$ cat src/rtl/irq_controller.sv
// Multi-source interrupt controller: synchronises raw requests, latches pending/overrun per source,
// and presents the lowest-index enabled pending source as a vector held until a single-shot claim.
module irq_controller #(
  parameter int                 NUM_SRC     = 8,
  parameter int                 VEC_W       = 4,
  parameter logic [NUM_SRC-1:0] EDGE_MASK   = {NUM_SRC{1'b1}},
  parameter int                 SYNC_STAGES = 2
) (
  input  logic               CLOCK_50,
  input  logic               KEY0,
  input  logic [NUM_SRC-1:0] irq_src,
  input  logic [NUM_SRC-1:0] irq_enable,
  input  logic               interrupt_ack,
  output logic [VEC_W-1:0]   interrupt_vector,
  output logic               irq_active,
  output logic [NUM_SRC-1:0] pending,
  output logic [NUM_SRC-1:0] overrun
);

  if ((2 ** VEC_W) <= NUM_SRC) begin : g_bad_vec_w
    $error("irq_controller: VEC_W too small, need 2**VEC_W > NUM_SRC");
  end
  if (SYNC_STAGES < 2) begin : g_bad_sync
    $error("irq_controller: SYNC_STAGES must be at least 2");
  end

  logic [NUM_SRC-1:0] sync_q [SYNC_STAGES];
  logic [NUM_SRC-1:0] s;
  logic [NUM_SRC-1:0] s_d;
  logic [NUM_SRC-1:0] claimed;
  logic [NUM_SRC-1:0] set_src;
  logic [NUM_SRC-1:0] claim_src;
  logic [NUM_SRC-1:0] cand;
  logic [NUM_SRC-1:0] pending_nxt;
  logic [NUM_SRC-1:0] overrun_nxt;
  logic [NUM_SRC-1:0] claimed_nxt;
  logic [VEC_W-1:0]   win_vec;
  logic               ack_d;
  logic               ack_rise;
  logic               claim;

  assign s        = sync_q[SYNC_STAGES-1];
  assign ack_rise = interrupt_ack & ~ack_d;
  assign claim    = ack_rise & (interrupt_vector != '0);

  always_ff @(posedge CLOCK_50 or negedge KEY0) begin
    if (!KEY0) begin
      for (int k = 0; k < SYNC_STAGES; k++) sync_q[k] <= '0;
      s_d <= '0;
    end else begin
      sync_q[0] <= irq_src;
      for (int k = 1; k < SYNC_STAGES; k++) sync_q[k] <= sync_q[k-1];
      s_d <= s;
    end
  end

  always_comb begin
    claim_src   = '0;
    set_src     = '0;
    win_vec     = '0;
    cand        = pending & irq_enable;
    for (int i = 0; i < NUM_SRC; i++) begin
      claim_src[i] = claim && (interrupt_vector == VEC_W'(i + 1));
      // A level source being claimed this cycle must not re-pend from the same high level.
      if (EDGE_MASK[i]) set_src[i] = s[i] & ~s_d[i];
      else              set_src[i] = s[i] & ~claimed[i] & ~claim_src[i];
    end
    for (int i = NUM_SRC - 1; i >= 0; i--) begin
      if (cand[i]) win_vec = VEC_W'(i + 1);
    end
    // A fresh edge coinciding with its own claim keeps pending but drops the overrun.
    pending_nxt = (pending & ~claim_src) | set_src;
    overrun_nxt = (overrun | (set_src & pending & EDGE_MASK)) & ~claim_src;
    claimed_nxt = (claimed | (claim_src & ~EDGE_MASK)) & s;
  end

  always_ff @(posedge CLOCK_50 or negedge KEY0) begin
    if (!KEY0) begin
      pending          <= '0;
      overrun          <= '0;
      claimed          <= '0;
      ack_d            <= 1'b0;
      interrupt_vector <= '0;
      irq_active       <= 1'b0;
    end else begin
      pending    <= pending_nxt;
      overrun    <= overrun_nxt;
      claimed    <= claimed_nxt;
      ack_d      <= interrupt_ack;
      irq_active <= |cand;
      // Zero means idle and free to arbitrate; a nonzero vector is held until claimed.
      if (claim)                        interrupt_vector <= '0;
      else if (interrupt_vector == '0)  interrupt_vector <= win_vec;
    end
  end

endmodule

$ cat config.mk
export PLATFORM = sky130hd
export DESIGN_NAME = irq_controller
export DESIGN_NICKNAME = d
export VERILOG_FILES = /design/src/rtl/irq_controller.sv
export SDC_FILE = /design/constraint.sdc
export NUM_CORES = 1
export LEC_CHECK = 0
export CAP_MARGIN = 25
export CORE_AREA = 3 3 68 70
export CTS_CLUSTER_SIZE = 30
export DETAILED_ROUTE_END_ITERATION = 7
export DIE_AREA = 0 0 71 73
export PLACE_DENSITY_LB_ADDON = 0.12
export SKIP_CTS_REPAIR_TIMING = 1
export SYNTH_ARGS = -nofsm -noshare
export SYNTH_HDL_FRONTEND = slang
export SYNTH_SLANG_ARGS = --single-unit
export TNS_END_PERCENT = 50
$ cat constraint.sdc
create_clock -name CLOCK_50 -period 3 [get_ports CLOCK_50]
set_input_delay 0.45 -clock CLOCK_50 [delete_from_list [all_inputs] [get_ports CLOCK_50]]
set_output_delay 0.45 -clock CLOCK_50 [all_outputs]
set_load 0.1 [all_outputs]
==> run_results.csv <==
group,metric,value,unit
logic_synthesis,synth_nets,143,
drt,dr_total_vias,1167,
layout,antenna_cells,0,
status,status,"finished clean",
global_routing,track_usage,13.39,%
setup_path,cp.buffers_inverters,1,
placement,place_area,2001,µm²
setup_path,reg2reg_from,"interrupt_vector[2]$_DFFE_PN0P_",
timing,fin_skew,0.004020,ns
global_routing,grt_max_degree,47,
timing,tns,0,ns
placement,place_congestion,0.8136,
logic_synthesis,synth-async-reset-ratio,100.0,%
floorplanning,rows,23,
setup_path,r2r-end,"pending[4]$_DFF_PN0_",
timing,slew_headroom,64.94,%
clocking,clock_sinks,46,
timing,setup_slack,1.329,ns
timing,rsz0062_at_grt,"false",
layout,nets,188,
setup_path,rrSetupSlack,1.64,ns
floorplanning,die_x,71,µm
drt,drc,0,
global_routing,grt_overflow_total,0,
global_routing,antenna_found_initial,0,
logic_synthesis,synthesis.area,1623,µm²
setup_path,crit_end,"interrupt_vector[0]",
logic_synthesis,ys.flop_type,"dfrtp_1",
drt,drt-wirelength-per-cell,14.69,µm
logic_synthesis,synthTopCellsByCount,"dfrtp_1, a21oi_1, nand2_1",
clocking,tritoncts,"done",
clocking,cts_max_path_buffers,2,
timing,slew_viol_final,0,
layout,multi_input_comb_area,446.7,µm²
setup_path,cp-end-kind,"output port",
timing,timing.fmax,598.3,MHz
min_path,hp-class,"reg -> reg",
timing,hold_viol,0,
timing,setup-violations-final,0,
logic_synthesis,synth_top_cell_area_share,70.93,%
pwr,seq_power_share,38.7,%
setup_path,cp-start-kind,"flip-flop",
drt,ant_nets,0,
setup_path,max_stage_delay,0.56,ns
setup_path,cp_max_fo,10,
pwr,clockPowerShare,20.2,%
timing,worstMarginPinSlew,0.5249,ns
logic_synthesis,yosys.cell_types.count,23,
job,drv_cap,0,
logic_synthesis,synth_area_leaders,"dfrtp_1, nor2b_1, a21oi_1, a21o_1, nand2_1",
logic_synthesis,synth_seq_cells,46,
layout,syn_to_final_growth,31.92,%
logic_synthesis,synthMostInstantiatedCell,"dfrtp_1",
setup_path,path_class,"reg -> out",
setup_path,crit_family,"flip-flops",
setup_path,path_cells,"buf_4",
global_routing,grt_pass1_vias,1127,
logic_synthesis,postSynthCellCount,124,
pwr,power_switching,964.2,µW
setup_path,critPathArrivalTime,1.22,ns
pwr,leakage,0.8930,nW
floorplanning,initial_core_util,40.28,%
layout,regArea,1151,µm²
layout,fin_cells,220,
setup_path,crit_cells,1,
placement,pre_cts_ws,1.141,ns
timing,period_share,55.71,%
pwr,irDropWorstVdd,0.0004879,V
clocking,cts.clk_slew.worst_paths,0.08,ns
logic_synthesis,synth_seq_area_share,70.93,%
timing,fin_crit,1.671,ns
placement,place_inst,210,
placement,portBuffers,39,
pwr,power_density,975.0,nW/µm²
clocking,cts_buffers,5,
logic_synthesis,ys_warn_count,0,
clocking,clk_latency,0.29,ns
layout,fillCellCount,369,
drt,via_per_inst,5.305,
layout,fin_util,53.14,%
drt,routed_wl,3232,µm
clocking,cts_max_level,2,
pwr,swShare,46.19,%
layout,drive_above_1_share,20.59,%
drt,drtIter0Drc,81,
pwr,intPower,1.123,mW
setup_path,critPathLaunch,"interrupt_vector[0]$_DFFE_PN0P_",
floorplanning,die-area,5183,µm²
floorplanning,num_io_pins,40,
logic_synthesis,synth_area_leader_cell,"dfrtp_1",
drt,firstDrtPassIters,4,
placement,dp_hpwl,2299,µm
min_path,hold-path-cell-count,0,
layout,design_area,2141,µm²
global_routing,grt_pass1_wl,5292,µm
logic_synthesis,synth_edf_count,0,
pwr,combPwrFrac,41.1,%
logic_synthesis,avgSynthCellArea,13.09,µm²
floorplanning,core,4029,µm²
setup_path,slowest_stage,"dfrtp_1",
setup_path,r2r_cells,3,
clocking,cts_root_buf,"clkbuf_8",
setup_path,required,2.55,ns
floorplanning,die_y,73,µm
==> cell type report <==
cell class	count	area share, %
Sequential cell	46	53.77
Multi-Input combinational cell	73	20.87
Timing Repair Buffer	41	16.95
Clock buffer	8	5.143
Tap cell	50	2.922
Inverter	2	0.3507
==> worst min-delay path by stage <==
stage                               startpoint         endpoint
after global routing       sync_q[9]$_DFF_PN0_   s[1]$_DFF_PN0_
after floorplan                           KEY0  ack_d$_DFF_PN0_
final                      sync_q[8]$_DFF_PN0_   s[0]$_DFF_PN0_
after CTS                                 KEY0   s[3]$_DFF_PN0_
after global placement    sync_q[10]$_DFF_PN0_   s[2]$_DFF_PN0_
after detailed placement   sync_q[8]$_DFF_PN0_   s[0]$_DFF_PN0_
==> power by group through the flow <==
stage                     logic (mW)  registers, mW  clock network (mW)
after floorplan                0.183           1.29                   0
after global placement         0.854          0.815                   0
after detailed placement       0.861          0.820                   0
after CTS                      0.862          0.808               0.434
after global routing           0.897          0.822               0.463
final                          0.858          0.808               0.422
==> logic make-up after synthesis <==
logic type	count (synthesis)	synth area share, %
AO/OA/AOI/OAI	38	15.73
AND/OR/NAND/NOR	35	11.80
flip-flops	46	70.93
buffers and inverters	5	1.542
==> per-stage QoR <==
step           total power, mW  hold WS (ns)
2_1_floorplan            1.470        0.1544
3_3_place_gp             1.669        0.3317
3_5_place_dp             1.682        0.3347
4_1_cts                  2.104        0.3455
5_1_grt                  2.183        0.3644
6_report                 2.087        0.3522
==> layout by cell type (no fill, tap or decap), types with 6 or more instances in the layout <==
cell type	n
a21o_1	6
a21oi_1	11
a31oi_1	6
buf_4	21
clkbuf_8	8
clkdlybuf4s50_1	17
dfrtp_1	46
nand2_1	11
nand3_1	6
nor2b_1	9
==> state kept, by name (all words and copies together) (netlist names) <==
register,count
pending,8
s_d,8
s,8
ack_d,1
interrupt_vector,4
sync_q,8
irq_active,1
overrun,8
==> routing by layer <==
metal | track usage (%) | share of wire (%) | wire length [µm] | up-vias
met5 | 0 | 0 | 0 | -
met1 | 16.05 | 43 | 1391 | 580
met2 | 21.52 | 48 | 1564 | 47
met3 | 5.785 | 7.5 | 242 | 5
li1 | - | - | - | 535
met4 | 5.010 | 1.0 | 33 | 0
Power figures use the tool's default switching activity.
==> patch 1: new RTL, same settings <==
`NUM_SRC`: 8 -> 10.
--- a/src/rtl/irq_controller.sv
+++ b/src/rtl/irq_controller.sv
@@ -2,5 +2,5 @@
 // and presents the lowest-index enabled pending source as a vector held until a single-shot claim.
 module irq_controller #(
-  parameter int                 NUM_SRC     = 8,
+  parameter int                 NUM_SRC     = 10,
   parameter int                 VEC_W       = 4,
   parameter logic [NUM_SRC-1:0] EDGE_MASK   = {NUM_SRC{1'b1}},
Interface: changed (resized irq_enable, irq_src, overrun and pending); port bits go from 40 to 48. The function was not compared with the original's and may differ.
==> patch 1 against the unedited design <==
- routed wire length up 20%
- area after synthesis up 21%
- count of clock-buffer cells in the layout down 1
- clock power up 0.9%
- combinational power up 6.5%
- sequential share of layout area up 2.1 points
- non-clock buffer count up 7
- sequential cell count up 10
- synthesized cell count up 20%
- final area up 17%
- core utilization up 9.1 points
- total power up 9.8%
- setup slack worse by 0.18 ns
- clock skew up 0.0019 ns
==> patch 1: results (changes against the unedited design) <==
- Status: finished, final reports clean (unchanged)
- RePlAce Congestion: 0.9530 (was 0.8136)
- Slowest stage cell on the critical path: nor3b_1 (was dfrtp_1)
- CP max stage delay: 0.59 ns (was 0.56 ns)
- Global Route Usage Sum: 16.85% (was 13.39%)
- Power per cell area: 914.1 mW/mm^2 (was 975.0 mW/mm^2)
- Compound-cell area share of the yosys netlist: 15.24% (was 15.73%)
- Syn Nets: 172 (was 143)
- RR Startpoint: ack_d$_DFF_PN0_ (was interrupt_vector[2]$_DFFE_PN0P_)
- Most common library cells after synthesis: 56 x dfrtp_1, 18 x nand2_1, 17 x a21oi_1 (was 46 x dfrtp_1, 11 x a21oi_1, 11 x nand2_1)
- Max_slew headroom: 57.86% (was 64.94%)
- Worst Path Max Fanout: 6 (was 10)
- Peak supply drop: 0.3978 mV (was 0.4879 mV)
- Post-synthesis sequential area ratio: 71.43% (was 70.93%)
- Fraction of layout cells with a size suffix above 1: 18.50% (was 20.59%)
- DP HPWL: 2.937 mm (was 2.299 mm)
- Placed cell area: 0.002411 sq mm (was 0.002001 sq mm)
- Per-cell routed wire length: 15.49 microns (was 14.69 microns)
- Largest net degree at the start of global routing: 30 (was 47)
- Critical path origin: interrupt_ack (was interrupt_vector[0]$_DFFE_PN0P_)
- Vias in the first global route: 1463 (was 1127)
- Leak Pwr: 1.033 nW (was 0.8930 nW)
- Worst path arrival time: 2.05 ns (was 1.22 ns)
- Top post-synthesis cells by area: dfrtp_1 71%, a21oi_1 4.3%, nor2b_1 3.8% (was dfrtp_1 71%, nor2b_1 3.5%, a21oi_1 3.4%)
- Global-route wire length before repair: 6.720 mm (was 5.292 mm)
- Number of DRC markers in iteration 0: 71 (was 81)
patch 1: cell count changes after synthesis, sizes merged, moves of 2 or more:
cell    before  now
a21oi       11   19
dfrtp       46   56
o21ai        4    0
clkbuf       0    2
a31oi        6    4
a22o         3    1
nand2       11   18
a21o         6    9
a32o         0    3
nor2b        9   12
nand4        4    2
patch 1: worst paths after layout:
path                            cells past startpoint                   end
worst max-delay path                                5  pending[5]$_DFF_PN0_
worst min-delay path                                1  sync_q[13]$_DFF_PN0_
worst max register to register                      4  pending[5]$_DFF_PN0_
worst min register to register                      0        s[4]$_DFF_PN0_
max in group asynchronous                           2      s_d[0]$_DFF_PN0_
min in group CLOCK_50                               0        s[4]$_DFF_PN0_
patch 1: area by class of cell:
class / count / area share (%)
sequential: 56 / 55.89
multi-input combinational: 88 / 21.26
timing repair buffer: 48 / 16.37
clock buffer: 7 / 3.842
tap: 50 / 2.495
inverter: 1 / 0.1497
patch 1: metrics by stage:
| step | power, mW | cells | worst slack [ns] |
|---|---|---|---|
| 6_report | 2.292 | 250 | 1.148 |
| 5_1_grt | 2.398 | 250 | 0.9181 |
| 4_1_cts | 2.309 | 250 | 1.157 |
| 3_5_place_dp | 1.883 | 243 | 0.8467 |
| 3_3_place_gp | 1.871 | 243 | 0.9181 |
| 2_1_floorplan | 1.668 | 149 | 0.9667 |
patch 1: power groups by stage:
stage / registers (mW) / logic, mW / clock network (mW)
3_3_place_gp: 0.959 / 0.912 / 0
2_1_floorplan: 1.45 / 0.223 / 0
5_1_grt: 0.969 / 0.957 / 0.472
3_5_place_dp: 0.964 / 0.918 / 0
4_1_cts: 0.950 / 0.919 / 0.440
6_report: 0.952 / 0.914 / 0.426
patch 1: worst reg2reg max path, cell delays in order (launching register included):
cell and delay [ns]:
dfrtp_1 0.38, nand2b_1 0.25, nor3b_1 0.59, nand2_1 0.14, a21o_1 0.21
patch 1: logic make-up (layout without fill, tap and decap cells):
family                 Yosys count  count (layout)
and+or+nand+nor                 45              45
buffers and inverters            5              56
DFF                             56              56
AOI/OAI and AO/OA               43              43
patch 1: layer usage:
layer	part of all wire, %	GRT usage, %	up-vias	routed length, microns
li1	-	-	627	-
met1	44	21.64	668	1704
met2	47	26.26	56	1812
met3	6.6	5.510	13	257
met4	2.5	7.516	0	97
met5	0	0	-	0
